==> config.mk <==
export PLATFORM = sky130hd
export DESIGN_NAME = ucpd_bmc_rx
export DESIGN_NICKNAME = d
export VERILOG_FILES = /design/src/rtl/ucpd_bmc_rx.sv
export SDC_FILE = /design/constraint.sdc
export NUM_CORES = 1
export LEC_CHECK = 0
export BUFFER_PORTS_ARGS = -buffer_cell sky130_fd_sc_hd__buf_4
export CAP_MARGIN = 40
export CORE_ASPECT_RATIO = 0.9
export CORE_UTILIZATION = 25
export DETAILED_ROUTE_END_ITERATION = 10
export PLACE_DENSITY = 0.43
export RECOVER_POWER = 25
export SLEW_MARGIN = 40
export SYNTH_ARGS = -nofsm -noshare
export SYNTH_HDL_FRONTEND = slang
export SYNTH_SLANG_ARGS = --single-unit
==> constraint.sdc <==
create_clock -name ic_clk -period 3.1 [get_ports ic_clk]
set_input_delay 0 -clock ic_clk [delete_from_list [all_inputs] [get_ports ic_clk]]
set_output_delay 0 -clock ic_clk [all_outputs]
set_load 0.01 [all_outputs]
==> src/rtl/ucpd_bmc_rx.sv <==
// BMC line decoder for the UCPD receive path: recovers bits, flags EOP and interval errors.
// Optional macro UCPD_BMC_RX_GLITCH_FILTER_EN adds a 3-sample majority filter ahead of edge detection.
module ucpd_bmc_rx #(
   parameter int unsigned UI_CLKS     = 40,
   parameter int unsigned GLITCH_CLKS = 4,
   parameter int unsigned IDLE_CLKS   = 80,
   parameter int unsigned CNT_W       = 8,
   parameter int unsigned BITCNT_W    = 10
) (
   input  logic                ic_clk,
   input  logic                ic_rst,
   input  logic                rx_en,
   input  logic                cc_datai,
   output logic                bit_valid,
   output logic                bit_data,
   output logic                rx_active,
   output logic                eop,
   output logic                err,
   output logic [BITCNT_W-1:0] bit_cnt
);

   localparam logic [CNT_W-1:0] L_GLITCH    = CNT_W'(GLITCH_CLKS);
   localparam logic [CNT_W-1:0] L_SHORT_MAX = CNT_W'(3 * UI_CLKS / 4);
   localparam logic [CNT_W-1:0] L_LONG_MAX  = CNT_W'(5 * UI_CLKS / 4);
   localparam logic [CNT_W-1:0] L_IDLE_M1   = CNT_W'(IDLE_CLKS - 1);

   typedef enum logic [1:0] {S_IDLE, S_BOUND, S_HALF} state_t;
   typedef enum logic [1:0] {C_GLITCH, C_SHORT, C_LONG, C_OVER} cls_t;

   state_t r_state, w_state_nxt;
   cls_t   w_cls;

   logic                r_s1, r_s2, r_s3;
   logic                w_line, w_edge;
   logic [CNT_W-1:0]    r_cnt;
   logic                r_bit_valid, r_bit_data, r_rx_active, r_eop, r_err;
   logic [BITCNT_W-1:0] r_bit_cnt;
   logic                w_emit, w_emit_data, w_err, w_eop, w_start;

`ifdef UCPD_BMC_RX_GLITCH_FILTER_EN
   logic r_h1, r_h2, r_flt;

   always_ff @(posedge ic_clk) begin
      if (ic_rst) begin
         r_h1  <= 1'b0;
         r_h2  <= 1'b0;
         r_flt <= 1'b0;
      end else begin
         r_h1  <= r_s2;
         r_h2  <= r_h1;
         r_flt <= (r_s2 & r_h1) | (r_s2 & r_h2) | (r_h1 & r_h2);
      end
   end

   assign w_line = r_flt;
`else
   assign w_line = r_s2;
`endif

   assign w_edge = w_line ^ r_s3;

   always_comb begin
      if (r_cnt < L_GLITCH)          w_cls = C_GLITCH;
      else if (r_cnt <= L_SHORT_MAX) w_cls = C_SHORT;
      else if (r_cnt <= L_LONG_MAX)  w_cls = C_LONG;
      else                           w_cls = C_OVER;
   end

   always_ff @(posedge ic_clk) begin
      if (ic_rst) r_state <= S_IDLE;
      else        r_state <= w_state_nxt;
   end

   // An edge always wins over the idle timeout, so eop and err can never coincide.
   always_comb begin
      w_state_nxt = r_state;
      w_emit      = 1'b0;
      w_emit_data = 1'b0;
      w_err       = 1'b0;
      w_eop       = 1'b0;
      w_start     = 1'b0;
      if (!rx_en) begin
         w_state_nxt = S_IDLE;
      end else begin
         case (r_state)
            S_IDLE: begin
               if (w_edge) begin
                  w_state_nxt = S_BOUND;
                  w_start     = 1'b1;
               end
            end
            S_BOUND: begin
               if (w_edge) begin
                  if (w_cls == C_LONG)       w_emit = 1'b1;
                  else if (w_cls == C_SHORT) w_state_nxt = S_HALF;
                  else                       w_err = 1'b1;
               end else if (r_cnt == L_IDLE_M1) begin
                  w_eop       = 1'b1;
                  w_state_nxt = S_IDLE;
               end
            end
            S_HALF: begin
               if (w_edge) begin
                  w_state_nxt = S_BOUND;
                  if (w_cls == C_SHORT) begin
                     w_emit      = 1'b1;
                     w_emit_data = 1'b1;
                  end else begin
                     w_err = 1'b1;
                  end
               end else if (r_cnt == L_IDLE_M1) begin
                  w_eop       = 1'b1;
                  w_state_nxt = S_IDLE;
               end
            end
            default: w_state_nxt = S_IDLE;
         endcase
      end
   end

   always_ff @(posedge ic_clk) begin
      if (ic_rst) begin
         r_s1        <= 1'b0;
         r_s2        <= 1'b0;
         r_s3        <= 1'b0;
         r_cnt       <= '0;
         r_bit_valid <= 1'b0;
         r_bit_data  <= 1'b0;
         r_rx_active <= 1'b0;
         r_eop       <= 1'b0;
         r_err       <= 1'b0;
         r_bit_cnt   <= '0;
      end else begin
         r_s1        <= cc_datai;
         r_s2        <= r_s1;
         r_s3        <= w_line;
         if (w_edge)              r_cnt <= '0;
         else if (r_cnt != '1)    r_cnt <= r_cnt + 1'b1;
         r_bit_valid <= w_emit;
         r_eop       <= w_eop;
         r_err       <= w_err;
         if (w_emit) r_bit_data <= w_emit_data;
         if (w_start)                           r_bit_cnt <= '0;
         else if (w_emit && (r_bit_cnt != '1))  r_bit_cnt <= r_bit_cnt + 1'b1;
         if (w_start)                r_rx_active <= 1'b1;
         else if (w_eop || !rx_en)   r_rx_active <= 1'b0;
      end
   end

   assign bit_valid = r_bit_valid;
   assign bit_data  = r_bit_data;
   assign rx_active = r_rx_active;
   assign eop       = r_eop;
   assign err       = r_err;
   assign bit_cnt   = r_bit_cnt;

endmodule

# ---- Word level (Yosys, flattened, before mapping)
# Index checks and enable logic that the tools add are counted.
# Widths: inputs -> output; s select.
dict set report totals {
  regBits 28
  input_bits 4
  output_inout_bits 15
  wordCells 70
}
dict set report op_classes {
  add_sub_neg 2
  n_lt_le_gt_ge 3
  eq_ne 10
  n_mux 32
  bitwise_logic 2
  reduce_logical 10
}
# cell count
set op_table {}
lappend op_table {{$mux 1} 21}
lappend op_table {{$mux 2} 8}
lappend op_table {{$add 10x1->10 const B} 1}
lappend op_table {{$ne 10x10->1 const B} 1}
lappend op_table {{$add 8x1->8 const B} 1}
lappend op_table {{$eq 8x7->1 const B} 1}
lappend op_table {{$le 8x5->1 const B} 1}
lappend op_table {{$le 8x6->1 const B} 1}
lappend op_table {{$lt 8x3->1 const B} 1}
lappend op_table {{$ne 8x8->1 const B} 1}
lappend op_table {{$reduce_or 2->1} 4}
lappend op_table {{$ne 3x3->1 const B} 2}
lappend op_table {{$pmux 2 s3} 1}
lappend op_table {{$eq 2x1->1 const B} 2}
lappend op_table {{$eq 2x2->1 const B} 2}
lappend op_table {{$pmux 1 s2} 2}
lappend op_table {{$reduce_and 3->1} 1}
lappend op_table {{$logic_not 2->1} 1}
lappend op_table {{$ne 2x2->1 const B} 1}
lappend op_table {{$reduce_bool 2->1} 1}
lappend op_table {{$logic_and 1x1->1} 1}
lappend op_table {{$logic_not 1->1} 1}
lappend op_table {{$logic_or 1x1->1} 1}
lappend op_table {{$not 1->1} 1}
lappend op_table {{$xor 1x1->1} 1}

# ---- Longest topological paths before layout
# Gate-level depths: netlist (run 1).
dict set report logic_depth {
  word_depth 10
  ltp_mapped 10
}

# ---- Worst setup path before layout (run 1)
# No wires, ideal clock.
dict set report synth_path {
  path_type {register to register}
  from {register r_cnt[2]}
  to {register r_bit_cnt[2], in the netlist bit_cnt[2]}
  setup_ps 135
  arrival_time_ps 2156
  required_time_ps 2965
  setup_slack_ps 809
  stages_incl_launch_ff 11
  n_path_buf 1
  period_less_slack_ps 2291
  path_cell_list {dfxtp_1 > nand3_1 > nor2_1 > o21ai_0 > a211oi_1 > ha_1 > a22o_1 > nand4_4 > buf_2 > o311ai_0 > o41ai_1}
}
dict set report synth_between {
  elab_chain_len 10
}
# item line
set synth_lines {}
lappend synth_lines {{start, declared} 35} ;# logic [CNT_W-1:0] r_cnt;
lappend synth_lines {{start signal, assigned} 138} ;# else if (r_cnt != '1) r_cnt <= r_cnt + 1'b1;
lappend synth_lines {{$le 8x6->1} 65} ;# else if (r_cnt <= L_LONG_MAX) w_cls = C_LONG;
lappend synth_lines {{$mux 1} 65}
lappend synth_lines {{$mux 2} 64} ;# else if (r_cnt <= L_SHORT_MAX) w_cls = C_SHORT;
lappend synth_lines {{$mux 2 *} 63} ;# if (r_cnt < L_GLITCH) w_cls = C_GLITCH;
lappend synth_lines {{$eq 2x1->1 / $eq 2x2->1 (equally long branches)} {105, 94}}
lappend synth_lines {{$mux 1, on equally long branches} {105, 94}}
lappend synth_lines {{$mux 1, on equally long branches} {103, 93}}
lappend synth_lines {{$pmux 1 s2 *} 85} ;# case (r_state)
lappend synth_lines {{$mux 1 *} 82} ;# if (!rx_en) begin
lappend synth_lines {{$logic_and 1x1->1 *} 144} ;# else if (w_emit && (r_bit_cnt != '1)) r_bit_cnt <= r_bit_cnt + 1'b1;
lappend synth_lines {{end signal, assigned} 144}
lappend synth_lines {{end, declared} 37} ;# logic [BITCNT_W-1:0] r_bit_cnt;
# Every way passes the cells marked *; elsewhere a longest branch is shown, timed or not.
# A chain may end at the register's enable or synchronous reset.

# ---- Worst setup path after layout (run 1)
dict set report layout_path {
  from {register r_cnt[2]}
  to {register r_bit_cnt[4], in the netlist bit_cnt[4]}
}
# The elaborated chain is that of the path after synthesis.

==> results of run 1 <==
==> cell usage in the layout, fill, tap and decap left out, types with 6 or more instances in the layout <==
master / Yosys / final
clkbuf_1: 5 / 9
nor2_1: 12 / 12
buf_4: 0 / 9
and3_1: 6 / 6
dfxtp_1: 28 / 28
nand2_1: 14 / 14
nand3_1: 6 / 6
ha_1: 8 / 8
inv_1: 7 / 7
a21oi_1: 16 / 16
or4_1: 6 / 6
==> area by class of cell <==
type,instances,area (um2)
multi-input combinational,130,857
timing repair buffer,21,131
fill,630,3940
inverter,7,26.3
tap,70,87.6
sequential,28,561
clock buffer,4,55.1
==> through the flow <==
step	hold WS [ns]	util	power [uW]	area (um2)	std cells
final	0.152	0.303	647	1720	260
after global routing	0.173	0.303	680	1720	260
after CTS	0.138	0.309	661	1750	260
after detailed placement	0.230	0.294	428	1670	253
after global placement	0.226	0.294	426	1670	253
after floorplan	0.128	-	413	1470	171
==> what timing repair did <==
| action | CTS | global route |
|---|---|---|
| buffers inserted | 0 | 0 |
| endpoints found under the hold margin | 5 | 0 |
| endpoints found under the setup margin | 0 | 0 |
| hold buffers | 3 | 0 |
| resized for setup | 0 | 0 |
==> sequential cells by signal, summed over array words and instances (netlist names) <==
register   count
err            1
eop            1
r_cnt          8
r_s3           1
r_s1           1
bit_valid      1
rx_active      1
r_s2           1
bit_cnt       10
bit_data       1
r_state        2
==> worst max-delay path: cells and delay by family (launching register included) <==
kind / cells / cell delay, ns
DFF: 1 / 0.46
adders and majority gates: 1 / 0.21
and+or+nand+nor: 4 / 1.21
AOI/OAI and AO/OA: 4 / 0.79
==> per-layer routing <==
metal  GRT usage  part of all wire  vias to the layer above
met5           0                 0                        -
met4      0.0479             0.013                        0
met3      0.0230             0.029                        4
met2       0.175              0.45                       20
met1       0.165              0.51                      619
li1            -                 -                      674
==> power groups by stage <==
stage,registers (uW),clock network [uW],logic [uW]
6_report,372,226,48.7
5_1_grt,374,251,54.8
4_1_cts,372,238,49.9
3_5_place_dp,381,0,46.8
3_3_place_gp,381,0,45.9
2_1_floorplan,380,0,33.3
==> cells by family after synthesis <==
| family | share of synthesized area |
|---|---|
| XOR/XNOR | 0.0290 |
| multiplexers | 0.0205 |
| flip-flops | 0.382 |
| adder cells (fa/ha/maj) | 0.0682 |
| AND/OR/NAND/NOR | 0.281 |
| buffers and inverters | 0.0341 |
| AO/OA/AOI/OAI | 0.185 |
==> path summary, 6_finish.rpt <==
check | start | to | slack, ns | depth (start not counted)
worst max-delay path | r_cnt[2] | bit_cnt[4] | 0.38 | 9
worst min-delay path | rx_en | bit_valid | 0.15 | 3
worst max register to register | r_cnt[2] | bit_cnt[4] | 0.38 | 9
worst min register to register | r_s1 | r_s2 | 0.46 | 1
==> impl_metrics.py, run 1 <==
metrics = {
    "logic_synthesis": {
        "synth_seq_cells": 28,
        "synth.distinct_cells": 40,
        "yosysTopAreaCellShare": 0.382,
        "synth_warnings": 0,
        "yosys-top-cells-area": "dfxtp_1 38%, ha_1 6.8%, a21oi_1 5.5%, nand2_1 3.6%, nor2_1 3.1%",
        "avgSynthCellArea_um2": 8.58,
        "ys_async_sr_fraction": 0,
        "yosys-top-cells-count": "28 x dfxtp_1, 16 x a21oi_1, 14 x nand2_1, 12 x nor2_1, 8 x ha_1",
        "syn_area_um2": 1470,
        "synth_top_area_cell": "dfxtp_1",
        "syn_nets": 183,
        "synth_cells": 171,
        "synth_edf_count": 0,
        "synth-main-ff-cell": "dfxtp_1",
        "synth_most_common_cell": "dfxtp_1",
        "synth_seq_area_share": 0.382,
    },
    "drt": {
        "wl_um": 3320,
        "drtIter0Drc": 104,
        "ant_nets": 0,
        "avgRoutedWirePerCell_um": 12.8,
        "drc": 0,
        "vias": 1317,
        "dr.pass1.iters": 4,
        "viasPerCell": 5.07,
    },
    "timing": {
        "rsz0062_at_grt": "no",
        "fmax_ghz": 0.368,
        "hold_violations": 0,
        "finalSetupViolations": 0,
        "worst_slew_pin_slew_ns": 0.663,
        "slew_headroom": 0.554,
        "period_share": 0.877,
        "finalSetupTns_ns": 0,
        "slew_viol_final": 0,
        "period_needed_ns": 2.72,
        "setup_ws_ns": 0.381,
        "finalClockSkew_ns": 0.00159,
    },
    "clocking": {
        "cts.path.max_buffers": 2,
        "cts_tree": "built",
        "cts_buffers": 3,
        "clk_latency_ns": 0.27,
        "clock-sinks": 28,
        "htreeDepth": 1,
        "cts_root_buffer": "clkbuf_8",
        "clkTransAtPathRegs_ns": 0.09,
    },
    "global_route": {
        "first_global_vias": 1180,
        "grt_usage": 0.117,
        "antenna_found_initial": 0,
        "grt_max_degree": 19,
        "grt_pass1_wl_um": 5540,
        "grt_remaining_overflow": 0,
    },
    "worst_setup_path": {
        "path_class": "flip-flop to flip-flop",
        "endpoint_kind": "flip-flop",
        "crit_required_ns": 3.31,
        "path_max_fanout": 18,
        "crit_chain": "nand3_1 -> nor2_1 -> o21ai_0 -> a211oi_1 -> ha_1 -> a22o_1 -> nand4_4 -> or4_1 -> a21oi_1",
        "slowest_delay_ns": 0.58,
        "arrival_ns": 2.93,
        "cp-start-kind": "flip-flop",
        "critPathSlowestCell": "or4_1",
    },
    "layout": {
        "nNetsFinal": 203,
        "num_antenna_cells": 0,
        "drive_above_1_share": 0.100,
        "areaGrowthSynthToFinish_pct": 17.1,
    },
    "power_and_ir_drop": {
        "p_sw_frac": 0.228,
        "p_comb_frac": 0.075,
        "clkPwrFrac": 0.350,
        "p_leak_uw": 0.000623,
        "max-vdd-ir-drop_mv": 0.163,
        "cellPowerDensity_nw_per_um2": 377,
        "p_int_uw": 500,
        "netSwitchingPower_uw": 147,
        "p_seq_frac": 0.575,
    },
    "floorplan": {
        "ios": 19,
        "coreArea_um2": 5660,
        "initial_utilization": 0.259,
        "die_h_um": 74.7,
        "rows": 26,
        "die_w_um": 82.8,
        "floorplan.die_area_um2": 6180,
    },
    "placed_design": {
        "io_buffer_count": 18,
        "dp_slack_ns": 0.421,
        "dp_hpwl_um": 2410,
        "place_congestion": 0.788,
    },
    "run_status": {
        "status": "complete, no violations",
    },
    "worst_hold_path": {
        "hp-class": "primary input to flip-flop",
    },
    "job": {
        "maxCapViolCount": 0,
    },
}
Power figures use the tool's default switching activity.
==> inputs of run 2 (changes only) <==
--- a/config.mk
+++ b/config.mk
@@ -8,9 +8,10 @@
 export BUFFER_PORTS_ARGS = -buffer_cell sky130_fd_sc_hd__buf_4
 export CAP_MARGIN = 40
 export CORE_ASPECT_RATIO = 0.9
-export CORE_UTILIZATION = 25
+export CORE_UTILIZATION = 56
 export DETAILED_ROUTE_END_ITERATION = 10
-export PLACE_DENSITY = 0.43
+export GPL_ROUTABILITY_DRIVEN = 1
+export PLACE_DENSITY = 0.8
 export RECOVER_POWER = 25
 export SLEW_MARGIN = 40
 export SYNTH_ARGS = -nofsm -noshare
==> impl_metrics.py, run 2 (same netlist as run 1, synthesis figures left out) <==
metrics = {
    "placed_design": {
        "io_buffer_count": 18,
        "dp_cells": 211,
        "dp_hpwl_um": 2170,
        "place_congestion": 0.821,
        "dp_slack_ns": 0.441,
    },
    "timing": {
        "finalSetupTns_ns": 0,
        "worst_slew_pin_slew_ns": 0.607,
        "setup_ws_ns": 0.381,
        "slew_headroom": 0.591,
        "period_needed_ns": 2.72,
        "hold_violations": 0,
        "fmax_ghz": 0.368,
        "fin_hold_ws_ns": 0.0440,
        "period_share": 0.877,
        "finalSetupViolations": 0,
        "slew_viol_final": 0,
        "finalClockSkew_ns": 0.00697,
        "rsz0062_at_grt": "no",
    },
    "global_route": {
        "antenna_found_initial": 0,
        "grt_usage": 0.221,
        "grt_remaining_overflow": 0,
        "first_global_vias": 1210,
        "grt_pass1_wl_um": 5040,
        "grt_max_degree": 19,
    },
    "floorplan": {
        "floorplan.die_area_um2": 2830,
        "rows": 17,
        "ios": 19,
        "die_h_um": 50.6,
        "die_w_um": 56.0,
        "coreArea_um2": 2470,
        "initial_utilization": 0.595,
    },
    "worst_hold_path": {
        "min_delay_path_depth": 3,
        "hold_start": "rx_en",
        "hp-class": "primary input to flip-flop",
        "min_to": "bit_valid",
    },
    "layout": {
        "drive_above_1_share": 0.105,
        "nNetsFinal": 203,
        "largest_reg_flops": 10,
        "areaGrowthSynthToFinish_pct": 13.6,
        "layout_commonest_cell": "dfxtp_1",
        "num_antenna_cells": 0,
        "final_cells": 218,
        "layout_common_cells": "28 x dfxtp_1, 16 x a21oi_1, 14 x nand2_1",
    },
    "worst_setup_path": {
        "path_max_fanout": 18,
        "arrival_ns": 2.99,
        "r2r_cells": 9,
        "rrSetupSlack_ns": 0.38,
        "cp-start-kind": "flip-flop",
        "worstReg2RegEnd": "bit_cnt[4]",
        "path_class": "flip-flop to flip-flop",
        "rr_startpoint": "r_cnt[2]",
        "endpoint_kind": "flip-flop",
        "crit_required_ns": 3.37,
    },
    "drt": {
        "vias": 1324,
        "avgRoutedWirePerCell_um": 13.8,
        "wl_um": 3020,
        "drc": 0,
        "drtIter0Drc": 44,
        "dr.pass1.iters": 4,
        "ant_nets": 0,
        "viasPerCell": 6.07,
    },
    "power_and_ir_drop": {
        "max-vdd-ir-drop_mv": 0.444,
        "cellPowerDensity_nw_per_um2": 399,
        "p_leak_uw": 0.000626,
    },
    "clocking": {
        "clkTransAtPathRegs_ns": 0.16,
        "cts_buffers": 3,
        "cts_root_buffer": "clkbuf_4",
        "clock-sinks": 28,
        "cts_tree": "built",
        "postCtsResizedCells": 0,
        "cts_setup_buffers": 0,
        "cts.path.max_buffers": 2,
        "htreeDepth": 1,
        "clk_latency_ns": 0.33,
        "cts_hold_buf": 3,
    },
    "job": {
        "maxCapViolCount": 0,
    },
    "run_status": {
        "status": "complete, no violations",
    },
}
## run 2: changes by cell type in the layout (fill, tap and decap cells not counted), sizes merged
cell    previous run  this run
clkbuf            13        11
buf                9        10
bufinv             0         1
## run 2: final cells by class
class	count	area, um2
fillers	205	801
repair buffers	21	135
well taps	28	35.0
clock inverters	1	30.0
flip-flops and latches	28	561
multi-input cells	130	857
clock buffers	3	22.5
inverters	7	26.3
## run 2: critical path, cell delays in order (launching register included)
cell and delay, ns:
dfxtp_1 0.49, nand3_1 0.16, nor2_1 0.22, o21ai_0 0.15, a211oi_1 0.27, ha_1 0.20
a22o_1 0.20, nand4_4 0.24, or4_1 0.57, a21oi_1 0.15
## run 2: worst max-delay path by stage
stage                  start          to  slack, ns  cells past startpoint
floorplan           r_cnt[2]  bit_cnt[2]       0.81                     10
global placement    r_cnt[2]  bit_cnt[9]       0.58                      9
detailed placement  r_cnt[2]  bit_cnt[4]       0.44                      9
CTS                 r_cnt[2]  bit_cnt[4]       0.41                      9
global route        r_cnt[2]  bit_cnt[6]       0.19                      9
finish              r_cnt[2]  bit_cnt[4]       0.38                      9
## run 2: power breakdown
group / switching [uW] / internal, uW
registers: 7.27 / 366
logic: 26.9 / 20.9
clock network: 113 / 131
total: 147 / 518
## run 2: per-stage QoR
stage / power [uW] / utilization / cell area [um2]
after CTS: 668 / 0.688 / 1700
after global routing: 688 / 0.675 / 1670
after detailed placement: 426 / 0.654 / 1610
after floorplan: 413 / - / 1470
final: 665 / 0.675 / 1670
after global placement: 424 / 0.654 / 1610
## run 2: per-layer routing
layer / global-route usage / routed length, um / vias up
met3: 0.0567 / 122 / 4
li1: - / - / 673
met1: 0.268 / 1430 / 619
met2: 0.393 / 1440 / 28
met4: 0.0488 / 27 / 0
met5: 0 / 0 / -
